### config.mk
export PLATFORM = sky130hd
export DESIGN_NAME = slice_writer_flat
export DESIGN_NICKNAME = d
export VERILOG_FILES = /design/src/rtl/slice_writer_if.sv /design/src/rtl/slice_writer.sv /design/src/flat_wrapper.sv
export SDC_FILE = /design/constraint.sdc
export NUM_CORES = 1
export LEC_CHECK = 0
export ABC_AREA = 0
export CORE_AREA = 2 2 92 138
export DETAILED_ROUTE_END_ITERATION = 7
export DIE_AREA = 0 0 94 140
export GPL_TIMING_DRIVEN = 1
export PLACE_DENSITY_LB_ADDON = 0.15
export SYNTH_ARGS = -nofsm -noshare
export SYNTH_HDL_FRONTEND = slang
export SYNTH_SLANG_ARGS = --single-unit
export TNS_END_PERCENT = 5
### constraint.sdc
create_clock -name clk -period 2.3 [get_ports clk]
set_input_delay 0.23 -clock clk [delete_from_list [all_inputs] [get_ports clk]]
set_output_delay 0.23 -clock clk [all_outputs]
set_load 0.02 [all_outputs]
### src/rtl/slice_writer_if.sv
// Pixel stream in, framebuffer-bank write port out.
interface slice_writer_if;
   logic        rgb_valid;
   logic [23:0] rgb_data;
   logic        rgb_sof;
   logic [3:0]  block_number;
   logic [6:0]  pixel_number;
   logic [23:0] ram_data;
   logic        block_write_enable;
   logic [7:0]  wslice_cnt;
   logic        SOF;
   logic        EOS;
   logic        frame_error;

   modport slave (
      input  rgb_valid,
      input  rgb_data,
      input  rgb_sof,
      output block_number,
      output pixel_number,
      output ram_data,
      output block_write_enable,
      output wslice_cnt,
      output SOF,
      output EOS,
      output frame_error
   );

   modport master (
      output rgb_valid,
      output rgb_data,
      output rgb_sof,
      input  block_number,
      input  pixel_number,
      input  ram_data,
      input  block_write_enable,
      input  wslice_cnt,
      input  SOF,
      input  EOS,
      input  frame_error
   );
endinterface

### src/rtl/slice_writer.sv
// Slices a framed RGB stream into per-slice, per-block RAM writes
// and flags malformed frames.
module slice_writer #(
   parameter int NB_BLOCKS        = 15,
   parameter int PIXELS_PER_BLOCK = 128,
   parameter int NB_SLICES        = 128
) (
   input logic           clk,
   input logic           nrst,
   slice_writer_if.slave bus
);
   typedef enum logic {IDLE, STREAM} state_t;

   localparam logic [6:0] PIX_LAST = 7'(PIXELS_PER_BLOCK - 1);
   localparam logic [3:0] BLK_LAST = 4'(NB_BLOCKS - 1);
   localparam logic [7:0] SLC_LAST = 8'(NB_SLICES - 1);

   state_t      state, state_nx;
   logic [6:0]  pix_cnt, pix_nx;
   logic [3:0]  blk_cnt, blk_nx;
   logic [7:0]  slc_cnt, slc_nx;

   logic        we_q, we_nx;
   logic        sof_q, sof_nx;
   logic        eos_q, eos_nx;
   logic        err_q, err_nx;
   logic [3:0]  bn_q, bn_nx;
   logic [6:0]  pn_q, pn_nx;
   logic [23:0] dat_q, dat_nx;
   logic [7:0]  ws_q, ws_nx;

   logic        wr;
   logic        restart;
   logic        eos_hit;
   logic        frame_end;
   logic [6:0]  wp;
   logic [3:0]  wb;
   logic [7:0]  ws;

   always_comb begin
      state_nx  = state;
      pix_nx    = pix_cnt;
      blk_nx    = blk_cnt;
      slc_nx    = slc_cnt;
      err_nx    = 1'b0;
      wr        = 1'b0;
      restart   = bus.rgb_valid & bus.rgb_sof;

      unique case (state)
         IDLE: begin
            if (bus.rgb_valid) begin
               wr     = bus.rgb_sof;
               err_nx = ~bus.rgb_sof;
            end
         end
         STREAM: begin
            if (bus.rgb_valid) begin
               wr     = 1'b1;
               err_nx = bus.rgb_sof;
            end
         end
         default: ;
      endcase

      // A start-of-frame always rewinds to the origin, whatever the counters say.
      wp        = restart ? 7'd0 : pix_cnt;
      wb        = restart ? 4'd0 : blk_cnt;
      ws        = restart ? 8'd0 : slc_cnt;
      eos_hit   = (wp == PIX_LAST) && (wb == BLK_LAST);
      frame_end = eos_hit && (ws == SLC_LAST);

      if (wr) begin
         state_nx = STREAM;
         if (eos_hit) begin
            pix_nx = 7'd0;
            blk_nx = 4'd0;
            if (frame_end) begin
               slc_nx   = 8'd0;
               state_nx = IDLE;
            end else begin
               slc_nx = ws + 8'd1;
            end
         end else if (wp == PIX_LAST) begin
            pix_nx = 7'd0;
            blk_nx = wb + 4'd1;
            slc_nx = ws;
         end else begin
            pix_nx = wp + 7'd1;
            blk_nx = wb;
            slc_nx = ws;
         end
      end

      we_nx  = wr;
      sof_nx = wr & restart;
      eos_nx = wr & eos_hit;
      bn_nx  = wr ? wb : bn_q;
      pn_nx  = wr ? wp : pn_q;
      ws_nx  = wr ? ws : ws_q;
      dat_nx = wr ? bus.rgb_data : dat_q;
   end

   always_ff @(posedge clk or negedge nrst) begin
      if (!nrst) begin
         state   <= IDLE;
         pix_cnt <= '0;
         blk_cnt <= '0;
         slc_cnt <= '0;
      end else begin
         state   <= state_nx;
         pix_cnt <= pix_nx;
         blk_cnt <= blk_nx;
         slc_cnt <= slc_nx;
      end
   end

   always_ff @(posedge clk or negedge nrst) begin
      if (!nrst) begin
         we_q  <= 1'b0;
         sof_q <= 1'b0;
         eos_q <= 1'b0;
         err_q <= 1'b0;
         bn_q  <= '0;
         pn_q  <= '0;
         dat_q <= '0;
         ws_q  <= '0;
      end else begin
         we_q  <= we_nx;
         sof_q <= sof_nx;
         eos_q <= eos_nx;
         err_q <= err_nx;
         bn_q  <= bn_nx;
         pn_q  <= pn_nx;
         dat_q <= dat_nx;
         ws_q  <= ws_nx;
      end
   end

   assign bus.block_write_enable = we_q;
   assign bus.SOF                = sof_q;
   assign bus.EOS                = eos_q;
   assign bus.frame_error        = err_q;
   assign bus.block_number       = bn_q;
   assign bus.pixel_number       = pn_q;
   assign bus.ram_data           = dat_q;
   assign bus.wslice_cnt         = ws_q;
endmodule
### src/flat_wrapper.sv
// flat-port wrapper written by rule: the top's interface ports become plain ports
module slice_writer_flat 
#(
   parameter int NB_BLOCKS        = 15,
   parameter int PIXELS_PER_BLOCK = 128,
   parameter int NB_SLICES        = 128
)
  (clk, nrst, bus_rgb_valid, bus_rgb_data, bus_rgb_sof, bus_block_number, bus_pixel_number, bus_ram_data, bus_block_write_enable, bus_wslice_cnt, bus_SOF, bus_EOS, bus_frame_error);
  slice_writer_if bus_i ();
  input logic clk;
  input logic nrst;
  input wire logic [$bits(bus_i.rgb_valid)-1:0] bus_rgb_valid;
  input wire logic [$bits(bus_i.rgb_data)-1:0] bus_rgb_data;
  input wire logic [$bits(bus_i.rgb_sof)-1:0] bus_rgb_sof;
  output wire logic [$bits(bus_i.block_number)-1:0] bus_block_number;
  output wire logic [$bits(bus_i.pixel_number)-1:0] bus_pixel_number;
  output wire logic [$bits(bus_i.ram_data)-1:0] bus_ram_data;
  output wire logic [$bits(bus_i.block_write_enable)-1:0] bus_block_write_enable;
  output wire logic [$bits(bus_i.wslice_cnt)-1:0] bus_wslice_cnt;
  output wire logic [$bits(bus_i.SOF)-1:0] bus_SOF;
  output wire logic [$bits(bus_i.EOS)-1:0] bus_EOS;
  output wire logic [$bits(bus_i.frame_error)-1:0] bus_frame_error;
  assign bus_i.rgb_valid = bus_rgb_valid;
  assign bus_i.rgb_data = bus_rgb_data;
  assign bus_i.rgb_sof = bus_rgb_sof;
  assign bus_block_number = bus_i.block_number;
  assign bus_pixel_number = bus_i.pixel_number;
  assign bus_ram_data = bus_i.ram_data;
  assign bus_block_write_enable = bus_i.block_write_enable;
  assign bus_wslice_cnt = bus_i.wslice_cnt;
  assign bus_SOF = bus_i.SOF;
  assign bus_EOS = bus_i.EOS;
  assign bus_frame_error = bus_i.frame_error;
  slice_writer #(.NB_BLOCKS(NB_BLOCKS), .PIXELS_PER_BLOCK(PIXELS_PER_BLOCK), .NB_SLICES(NB_SLICES)) u_core (.clk(clk), .nrst(nrst), .bus(bus_i));
endmodule
# == Yosys cells after proc, flatten, opt, wreduce, memory -nomap -nowiden ==
# Index checks and enable logic that the tools add are counted.
# classes
div_mod_pow,0
n_reduce_logical,2
shift,0
eq_ne,3
magnitude_cmp,0
n_bitwise,5
n_addsub,3
multipliers,0
n_mux,16
# op_table
operator,count
2-to-1 mux 8 bit,3
2-to-1 mux 7 bit,3
2-to-1 mux 4 bit,3
adder 8 x 1 -> 8 bit (second input constant),1
== test 8 x 7 -> 1 bit (second input constant),1
adder 7 x 1 -> 7 bit (second input constant),1
== test 7 bit (second input constant),1
2-to-1 mux 1 bit,5
adder 4 x 1 -> 4 bit (second input constant),1
== test 4 bit (second input constant),1
case mux 1 bit (2 select lines),2
bitwise AND 1 bit,3
logical AND 1 bit,2
NOT 1 bit,2
# totals
input_bits,28
mem_bits_ro,0
elab_cells,41
latchBits,0
ff_bits,67
out_inout_bits,47
memories,0
mem_bits_rw,0

# == Depth between registers and ports, before layout ==
# depth
depth_word,7
mapped_depth,9
ltp_nobuf,7

# == Worst setup path after synthesis ==
# Ideal clock, no wire load.
# synth_path
kind,input -> register
start,input port bus_rgb_sof
end,register u_core.slc_cnt[4]
path_stages,9
n_path_buf,2
required_time_ns,2.213
t_arrival_ns,2.245
setup_ns,0.087
setup_slack_ns,-0.032
cell_sequence,nand2_1 -> clkbuf_1 -> and2_1 -> ha_1 -> nand3_1 -> or4_1 -> clkbuf_2 -> or4_1 -> o211ai_1
# synth_between
elab_chain_len,7
word_cells_on_any_way,14
classes_between,add/sub (1); eq/ne (3); mux (7); bitwise (1); reduce/logical (2)
# synth_rtl
element,line_no,rtl
"start, declared",flat_wrapper.sv:14,input wire logic [$bits(bus_i.rgb_sof)-1:0] bus_rgb_sof;
bitwise AND 1 bit *,slice_writer.sv:47,restart = bus.rgb_valid & bus.rgb_sof;
2-to-1 mux 7 bit *,slice_writer.sv:66,wp = restart ? 7'd0 : pix_cnt;
via u_core.wp[1],slice_writer.sv:36,logic [6:0] wp;
== test 7 bit *,slice_writer.sv:69,eos_hit = (wp == PIX_LAST) && (wb == BLK_LAST);
logical AND 1 bit *,slice_writer.sv:69,
logical AND 1 bit,slice_writer.sv:70,frame_end = eos_hit && (ws == SLC_LAST);
2-to-1 mux 8 bit,slice_writer.sv:77,if (frame_end) begin
2-to-1 mux 8 bit *,slice_writer.sv:74,if (eos_hit) begin
"end signal, assigned",slice_writer.sv:113,slc_cnt <= slc_nx;
"end, declared",slice_writer.sv:21,"logic [7:0] slc_cnt, slc_nx;"
# The timed path passes the listed nets; every way through them passes the cells marked *.
# A chain may end at the register's enable or synchronous reset.

# == Worst setup path after layout ==
# Same ends and word-level chain as after synthesis.

==> results.cfg <==
[critical_path]
crit_fanout = 6
critPathArrivalTime_ps = 2360
rrSetupSlack_ps = 280
path_class = input pin to flip-flop
required_ps = 2550
worstSetupEndpointType = flip-flop
crit_path_start_kind = input pin

[sta]
final.min_clock_period_ps = 2110
setup_viol = 0
holdWs_ps = 424
finalCritPeriodShare_pct = 91.5
worst_slew_pin_slew_ps = 457
finalClockSkew_ps = 5.07
final_hold_viol_count = 0
maxSlewHeadroom_pct = 69.6
slew_violations = 0
setup_tns_ps = 0
max_freq_ghz = 0.475
rsz0062_at_grt = false

[cells_and_area]
num-nets-final = 439
fillers = 1239
finish.instance_area_um2 = 4290
syn_to_final_growth_pct = 47.0
diodes = 0
final_cells = 564
drive_above_1_share_pct = 10.9

[clocking]
htreeDepth = 3
cts_tree = done
cts.sinks = 67
cts_buffer_depth = 2
clk_latency_ps = 330
post_cts_buffers = 0
clk_pin_slew_worst_paths_ps = 50
ctsRootBufferMaster = clkbuf_16
cts_made_buffers = 9

[power]
ir_worst_vdd_v = 0.000342
powerDensity_nw_per_um2 = 750
leakagePower_uw = 0.00195

[floorplan]
die_w_um = 94
fp.dieH_um = 140
coreArea_um2 = 12000
initial_core_util_pct = 24.4
dieArea_um2 = 13200
num_rows = 49
io_pins = 75

[route]
post_drt_wl_per_cell_um = 13.6
post_drt_via_cell_ratio = 4.50
routed_wl_um = 7660
ant_nets = 0
drcViolationCount = 0
drtIter0Drc = 136
dr_total_vias = 2538
drt-pass1-iter-count = 4

[synth]
synth-simple-area-share_pct = 23.0
syn_inst = 315
yosys.area.top_type_share_pct = 57.4
synthTopCellsByArea = dfrtp_1 57%, nand2_1 14%, o21ai_0 5.3%
synth_seq_cells = 67
synthMuxAreaShare_pct = 2.27
synthAdderAreaFrac_pct = 1.71
syn-cell-area_um2 = 2920
synthXorXnorAreaFrac_pct = 0.300
yosys_warnings = 0
synth_nets = 347
synth_compound_area_share_pct = 12.4
synth_top_family_by_area = simple AND/OR/NAND/NOR gates
yosysTopAreaCell = dfrtp_1
avgSynthCellArea_um2 = 9.27
ys_types = 37
yosysSeqAreaShare_pct = 57.4

[min_path]
hp-class = input pin to flip-flop

[global_routing]
grt_pass1_vias = 2566
grt_pass1_wl_um = 12900
grt.overflow.total = 0
antenna_found_initial = 0
grt_start_max_net_pins = 67
track_usage_pct = 12.6

[flow_run]
drv_cap = 0

[placed_design]
gp_congestion = 0.769
dp_cells = 548
placement.io_buffers = 74
dp_hpwl_um = 5360
placed_area_um2 = 3980

[run_status]
status = complete, no violations
-- cells by family (layout without fill, tap and decap cells) --
logic type / Yosys count / after routing
AOI/OAI and AO/OA: 59 / 59
xor gates and xnor gates: 1 / 1
adders and majority gates: 4 / 4
buffers and inverters: 22 / 118
DFF: 67 / 67
muxes: 6 / 6
and+or+nand+nor: 156 / 156
-- state kept, by name, summed over array words and instances (netlist names) --
signal	cells
u_core.blk_cnt	4
u_core.bus.EOS	1
u_core.bus.SOF	1
u_core.bus.block_number	4
u_core.bus.block_write_enable	1
u_core.bus.frame_error	1
u_core.bus.pixel_number	7
u_core.bus.ram_data	24
u_core.bus.wslice_cnt	8
u_core.pix_cnt	7
u_core.slc_cnt	8
u_core.state	1
-- final timing paths --
check / from / to / depth (start not counted)
max: bus_rgb_sof / u_core.slc_cnt[4]$_DFFE_PN0P_ / 8
min: bus_rgb_data[18] / u_core.bus.ram_data[18]$_DFFE_PN0P_ / 3
max reg2reg: u_core.pix_cnt[0]$_DFFE_PN0P_ / u_core.slc_cnt[4]$_DFFE_PN0P_ / 6
min reg2reg: u_core.bus.ram_data[9]$_DFFE_PN0P_ / u_core.bus.ram_data[9]$_DFFE_PN0P_ / 2
max in group asynchronous: nrst / u_core.bus.wslice_cnt[4]$_DFFE_PN0P_ / 3
min in group asynchronous: nrst / u_core.bus.ram_data[21]$_DFFE_PN0P_ / 3
-- cell type report --
| cell class | count | area (um2) | area share [%] |
|---|---|---|---|
| Sequential cell | 67 | 1680 | 39.1 |
| Tap cell | 153 | 191 | 4.46 |
| Clock buffer | 13 | 260 | 6.06 |
| Timing Repair Buffer | 98 | 931 | 21.7 |
| Multi-Input combinational cell | 226 | 1180 | 27.5 |
| Inverter | 5 | 18.8 | 0.437 |
| Clock inverter | 2 | 35.0 | 0.816 |
-- per-layer routing --
metal  wire length, um  track usage [%]  part of all wire (%)
met5                 0                0                     0
met4               163             6.71                   2.1
met3               350             3.17                   4.6
met2              3880             20.2                    51
met1              3270             15.5                    43
-- Yosys cell counts --
master / n
a2111oi_0: 1
a211oi_1: 1
a21bo_1: 1
a21o_1: 3
a21oi_1: 5
a221o_1: 1
a22o_1: 3
a31oi_1: 3
a32oi_1: 2
a41oi_1: 1
and2_1: 8
and2b_1: 1
and3_1: 4
buf_1: 1
clkbuf_1: 15
clkbuf_2: 1
dfrtp_1: 67
ha_1: 4
inv_1: 5
mux2_2: 5
mux2i_1: 1
nand2_1: 110
nand2b_1: 2
nand3_1: 8
nand3b_1: 2
nand4_1: 2
nand4b_1: 1
nor2_1: 10
nor3_1: 2
nor4_1: 4
o211ai_1: 2
o21a_1: 2
o21ai_0: 31
o21bai_1: 1
o31ai_1: 2
or4_1: 2
xnor2_1: 1
-- metrics by stage --
stage	power [uW]	util, %	worst slack, ps
CTS	3280	35.8	98.5
finish	3220	35.9	195
detailed placement	1880	33.3	-242
floorplan	1590	-	62.0
global placement	1870	33.3	-172
global route	3390	35.9	55.1
-- placed cells by master (no fill, tap or decap), types with 3 or more instances in the layout --
cell / count
and3_1: 4
o21ai_0: 30
and2_1: 8
nand3_1: 8
a21o_1: 3
ha_1: 4
a21oi_1: 5
buf_4: 22
mux2_2: 5
nand2_1: 109
a22o_1: 3
nor2_1: 10
nor4_1: 3
inv_1: 5
clkdlybuf4s50_1: 73
clkbuf_16: 9
dfrtp_1: 67
a31oi_1: 3
-- report_power, final --
part,leakage [uW],internal [uW],switching [uW]
combinational,0.000937,236,257
clock,0.000146,891,485
sequential,0.000872,1280,76.3
total,0.00195,2400,818
-- worst max-delay path: stages --
cell and delay [ps]:
clkdlybuf4s50_1 430, nand2_2 130, and2_1 160, ha_1 170
nand3_1 110, or4_1 550, or4_1 490, o211ai_1 90
-- repair_timing --
action / in CTS / in global routing
hold buffers: 1 / 0
endpoints found under the hold margin: 67 / 0
endpoints found under the setup margin: 0 / 1
gates resized for setup: 0 / 2
Power figures use the tool's default switching activity.
